$ cat src/rtl/led_status_tx_pkg.sv
// Shared constants for the status-frame return path, plus the header/payload byte selector.
package led_status_tx_pkg;

  typedef enum logic {
    IDLE,
    SEND
  } state_t;

  localparam logic [47:0]  LED_MAC            = 48'hDAD1D2D3D4D5;
  localparam logic [15:0]  LED_ETH_TYPE       = 16'h88B5;
  localparam int unsigned  STATUS_PAYLOAD_LEN = 46;
  localparam int unsigned  OFF_SEQ            = 14;
  localparam int unsigned  OFF_DISP           = 16;
  localparam int unsigned  OFF_RX             = 20;
  localparam int unsigned  OFF_PAD            = 24;

  // Bytes 0..23 are a straight MSB-first concatenation of the fields; everything beyond is zero.
  function automatic logic [7:0] frame_byte(
    input logic [10:0] idx,
    input logic [47:0] dst,
    input logic [47:0] src,
    input logic [15:0] etype,
    input logic [15:0] seq,
    input logic [31:0] disp,
    input logic [31:0] rx
  );
    logic [191:0] hdr;
    logic [191:0] sh;
    hdr = {dst, src, etype, seq, disp, rx};
    sh  = hdr << {idx[4:0], 3'b000};
    if (idx < 11'(OFF_PAD)) return sh[191:184];
    return '0;
  endfunction

endpackage

$ cat src/rtl/led_status_tx_counter.sv
// Free-running wrapping event counter, one increment per inc pulse.
module led_event_counter #(
  parameter int unsigned WIDTH = 32
) (
  input  logic             clk,
  input  logic             rst,
  input  logic             inc,
  output logic [WIDTH-1:0] count
);

  logic [WIDTH-1:0] cnt;

  always_ff @(posedge clk or posedge rst) begin
    if (rst) cnt <= '0;
    else     cnt <= cnt + WIDTH'(inc);
  end

  assign count = cnt;

endmodule

$ cat src/rtl/led_status_tx.sv
// Status frame transmitter: snapshots the event counters and streams a fixed Ethernet frame
// onto the MAC TX AXI-Stream interface.
module led_status_tx
  import led_status_tx_pkg::*;
#(
  parameter logic [47:0] DST_MAC     = 48'hFFFFFFFFFFFF,
  parameter logic [47:0] SRC_MAC     = LED_MAC,
  parameter logic [15:0] ETH_TYPE    = LED_ETH_TYPE,
  parameter int unsigned PAYLOAD_LEN = STATUS_PAYLOAD_LEN
) (
  input  logic        clk,
  input  logic        rst,
  input  logic        tx_req,
  input  logic        frame_start,
  input  logic        rx_frame,
  output logic [7:0]  m_axis_tdata,
  output logic        m_axis_tvalid,
  input  logic        m_axis_tready,
  output logic        m_axis_tlast,
  output logic        m_axis_tuser,
  output logic        busy,
  output logic [15:0] seq_num
);

  localparam logic [10:0] LAST_IDX = 11'(14 + PAYLOAD_LEN - 1);

  state_t      state;
  logic [10:0] idx;
  logic        pending;
  logic [15:0] snap_seq;
  logic [31:0] snap_disp;
  logic [31:0] snap_rx;
  logic [31:0] disp_cnt;
  logic [31:0] rx_cnt;
  logic [10:0] next_idx;
  logic [7:0]  next_byte;

  led_event_counter #(.WIDTH(32)) u_disp_cnt (
    .clk   (clk),
    .rst   (rst),
    .inc   (frame_start),
    .count (disp_cnt)
  );

  led_event_counter #(.WIDTH(32)) u_rx_cnt (
    .clk   (clk),
    .rst   (rst),
    .inc   (rx_frame),
    .count (rx_cnt)
  );

  always_comb begin
    next_idx  = idx + 11'd1;
    next_byte = frame_byte(next_idx, DST_MAC, SRC_MAC, ETH_TYPE, snap_seq, snap_disp, snap_rx);
  end

  assign m_axis_tuser = 1'b0;

  always_ff @(posedge clk or posedge rst) begin
    if (rst) begin
      state         <= IDLE;
      idx           <= '0;
      pending       <= 1'b0;
      snap_seq      <= '0;
      snap_disp     <= '0;
      snap_rx       <= '0;
      seq_num       <= '0;
      busy          <= 1'b0;
      m_axis_tdata  <= '0;
      m_axis_tvalid <= 1'b0;
      m_axis_tlast  <= 1'b0;
    end else begin
      case (state)
        IDLE: begin
          if (tx_req || pending) begin
            // Counter values are taken before this edge's increment, so a coincident pulse is excluded.
            snap_seq      <= seq_num + 16'd1;
            snap_disp     <= disp_cnt;
            snap_rx       <= rx_cnt;
            seq_num       <= seq_num + 16'd1;
            pending       <= 1'b0;
            busy          <= 1'b1;
            idx           <= '0;
            m_axis_tdata  <= DST_MAC[47:40];
            m_axis_tvalid <= 1'b1;
            m_axis_tlast  <= 1'b0;
            state         <= SEND;
          end
        end
        SEND: begin
          if (tx_req) pending <= 1'b1;
          if (m_axis_tvalid && m_axis_tready) begin
            if (m_axis_tlast) begin
              m_axis_tvalid <= 1'b0;
              m_axis_tlast  <= 1'b0;
              busy          <= 1'b0;
              state         <= IDLE;
            end else begin
              idx           <= next_idx;
              m_axis_tdata  <= next_byte;
              m_axis_tlast  <= (next_idx == LAST_IDX);
            end
          end
        end
        default: state <= IDLE;
      endcase
    end
  end

endmodule

$ cat config.mk
export PLATFORM = sky130hd
export DESIGN_NAME = led_status_tx
export DESIGN_NICKNAME = d
export VERILOG_FILES = /design/src/rtl/led_status_tx_pkg.sv /design/src/rtl/led_status_tx_counter.sv /design/src/rtl/led_status_tx.sv
export SDC_FILE = /design/constraint.sdc
export NUM_CORES = 1
export LEC_CHECK = 0
export CAP_MARGIN = 5
export CORE_MARGIN = 1
export CORE_UTILIZATION = 57
export CTS_CLUSTER_SIZE = 28
export DETAILED_ROUTE_END_ITERATION = 8
export GPL_TIMING_DRIVEN = 0
export PLACE_DENSITY = 0.76
export SETUP_SLACK_MARGIN = 0.1
export SLEW_MARGIN = 15
export SYNTH_ARGS = -nofsm -noshare
export SYNTH_HDL_FRONTEND = slang
export SYNTH_SLANG_ARGS = --single-unit
$ cat constraint.sdc
create_clock -name clk -period 6.8 [get_ports clk]
set_input_delay 0.68 -clock clk [delete_from_list [all_inputs] [get_ports clk]]
set_output_delay 0.68 -clock clk [all_outputs]
set_load 0.02 [all_outputs]
==> run metrics <==
die height 121 µm; Post-DP Area 8590 µm²; drt drc 0; post-route cell area 9230 µm²; TritonCTS Buffers 17; Final Hold Viols 0; Congestion Overflow GR 0; ant diodes 0; H-tree Lvls 4; complex-gate fraction of the synthesized area 0.0691; PortBufs 32; fin crit share 0.462; async set or reset register ratio after synthesis 1.00; Post-synth EDFFs 0; CTS sink count 167; outcome complete, no violations; Max Fclk 318 MHz; global-route wire length before repair 31.2 mm; total power 2.75 mW; TritonCTS clock tree yes; mux contribution to synthesized area 0.0549; largest net degree at the start of global routing 122; Lkg Pwr 4.26 nW; Worst setup EP type register; post-synth net total 809; Initial DRT Pass Iterations 5; critical path class reg -> reg; startpoint type of the worst setup path register; vias 6124; die footprint 14500 µm²; Max-Cap Viols 0; Synth Instances 794; Synth Cell Area 8020 µm²; min cycle time layout 3.14 ns; layout cell share with drive strength beyond 1 0.101; register area share after synthesis 0.521; DRT iter0 DRCs 536; post-synthesis average cell area 10.1 µm²; initial antenna violation count 0; Clk pin slew, worst setup/hold paths 0.07 ns; CP arrival 3.46 ns; fillers 931; die width 121 µm; Adder-Cell Fraction of Synth Area 0.0140; final worst slack 3.66 ns; vias in the first global route 6149; core area 13500 µm²; CTS root buf clkbuf_16; met1 usage 0.370; Global Route met2 Usage 0.460; Worst-Skew Late Latency 0.43 ns; Post-CTS Setup Bufs 0; Top Ports 34; Final Slew Violations 0; ranking of synthesized cells by area dfrtp_1 (52%), nand2_1 (11%), xnor2_1 (6.4%); CP max FO 10; Netlist cell types 60; gpl congestion 0.890; #FFs+latches synth 167; Initial Utilization 0.594; vias per cell 5.92; ANT nets after route 0; Yosys top cell area share 0.521; Hold Path Class reg -> reg; wire length per cell 17.9 µm; hold_buf cts 0; Clock Path Buffers 2; maximum vdd drop 196 µV; Crit path required time 7.11 ns; pre-CTS setup slack 3.67 ns; FP Rows 42; GR peak layer met2; Yosys top cell by area dfrtp_1; Synth-to-Final Area Change 15.1%; Tightest Pin Transition 0.809 ns; Simple-Gate Fraction of Synth Area 0.210; Post-Synth XOR/XNOR Area 0.0971; ys flop type dfrtp_1; worst clock skew 0.00969 ns; Post-DP HPWL 12.9 mm; final-stage net count 861; met3 layer usage reported by global route 0.0524; Relative slew margins 0.457; largest family of logic cells by synthesized area simple AND/OR/NAND/NOR gates; Synth warnings 0; Total GRT Usage 0.280; unrepaired setup endpoints after global routing no; Detailed Route WL 18.6 mm; # resized after CTS 0; cell area power density 298 nW/µm²; Final setup viols 0
==> cells in the mapped netlist (3+ instances only) <==
master    number
a21oi_1        5
a221oi_1       3
a31oi_1        3
and2_1         5
and3_1        15
and4_1         3
buf_2          9
buf_4          5
buf_6          6
clkbuf_1      18
dfrtp_1      167
ha_1           9
inv_1         11
mux2i_1        8
mux4_2        16
nand2_1      237
nand2b_1       3
nand3_1       30
nand4_1       27
nor2_1        42
nor3_1         9
o21ai_0       33
o21ai_1        3
o31ai_1        4
xnor2_1       59
xor2_1        23
==> worst max-delay path, stage by stage (launching register included) <==
cell      delay, ns
dfrtp_1        0.37
buf_4          0.22
buf_6          0.21
buf_4          0.23
inv_1          0.11
ha_1           0.28
buf_2          0.28
buf_2          0.33
mux4_2         0.38
mux2i_1        0.18
nor3_1         0.07
a221oi_1       0.26
o21ai_1        0.09
==> worst paths after layout <==
path / from / to / slack, ns / cells past startpoint
min in group asynchronous: rst / idx[5] / 0.64 / 2
max in group asynchronous: rst / u_disp_cnt.count[16] / 5.28 / 3
hold reg to reg: u_rx_cnt.count[31] / u_rx_cnt.count[31] / 0.47 / 1
setup reg to reg: idx[0] / m_axis_tdata[1] / 3.66 / 12
hold / removal: u_rx_cnt.count[31] / u_rx_cnt.count[31] / 0.47 / 1
setup / recovery: idx[0] / m_axis_tdata[1] / 3.66 / 12
==> cell usage in the layout, fill, tap and decap left out, types with 8 or more instances in the layout <==
cell type / netlist / layout
nand2_1: 237 / 237
dfrtp_1: 167 / 167
xnor2_1: 59 / 59
nor2_1: 42 / 42
o21ai_0: 33 / 33
clkdlybuf4s50_1: 0 / 32
nand3_1: 30 / 30
nand4_1: 27 / 27
xor2_1: 23 / 23
clkbuf_1: 18 / 18
clkbuf_16: 0 / 17
mux4_2: 16 / 16
and3_1: 15 / 15
inv_1: 11 / 10
buf_2: 9 / 9
nor3_1: 9 / 9
ha_1: 9 / 9
mux2i_1: 8 / 8
==> state kept, by name (all words and copies together), names as in the netlist, 8 cells and up <==
| name | flops |
|---|---|
| u_disp_cnt.count | 32 |
| m_axis_tdata | 8 |
| snap_seq | 16 |
| snap_rx | 32 |
| snap_disp | 32 |
| idx | 11 |
| u_rx_cnt.count | 32 |
==> per-layer routing <==
| layer | share of wire | up-vias |
|---|---|---|
| met5 | 0 | - |
| met2 | 0.50 | 232 |
| met1 | 0.42 | 3074 |
| met4 | 0.022 | 0 |
| li1 | - | 2784 |
| met3 | 0.057 | 34 |
==> where the power goes <==
group          internal [mW]  switching, mW
combinational          0.241          0.328
sequential              1.07         0.0833
clock                  0.627          0.408
==> final cells by class <==
class / instances / area [µm²] / share of cell area
Clock buffer: 18 / 439 / 0.0476
Clock inverter: 14 / 199 / 0.0215
Buffer: 40 / 225 / 0.0244
Multi-Input combinational cell: 576 / 3570 / 0.387
Inverter: 11 / 48.8 / 0.00529
Timing Repair Buffer: 33 / 348 / 0.0377
Tap cell: 176 / 220 / 0.0239
Sequential cell: 167 / 4180 / 0.453
==> cells by family after synthesis <==
| logic type | count (synthesis) |
|---|---|
| AOI/OAI and AO/OA | 76 |
| xor gates and xnor gates | 85 |
| adders and majority gates | 9 |
| buffers and inverters | 51 |
| DFF | 167 |
| muxes | 24 |
| other | 1 |
| and+or+nand+nor | 381 |
==> through the flow <==
stage,hold WS [ns],utilization,cells,setup TNS (ns)
after floorplan,0.440,-,794,0
after global placement,0.456,0.634,1002,-39.95
after detailed placement,0.457,0.636,1003,0
after CTS,0.470,0.684,1035,0
after global routing,0.501,0.684,1035,0
final,0.467,0.684,1035,0
(Power assumes the default switching activity.)
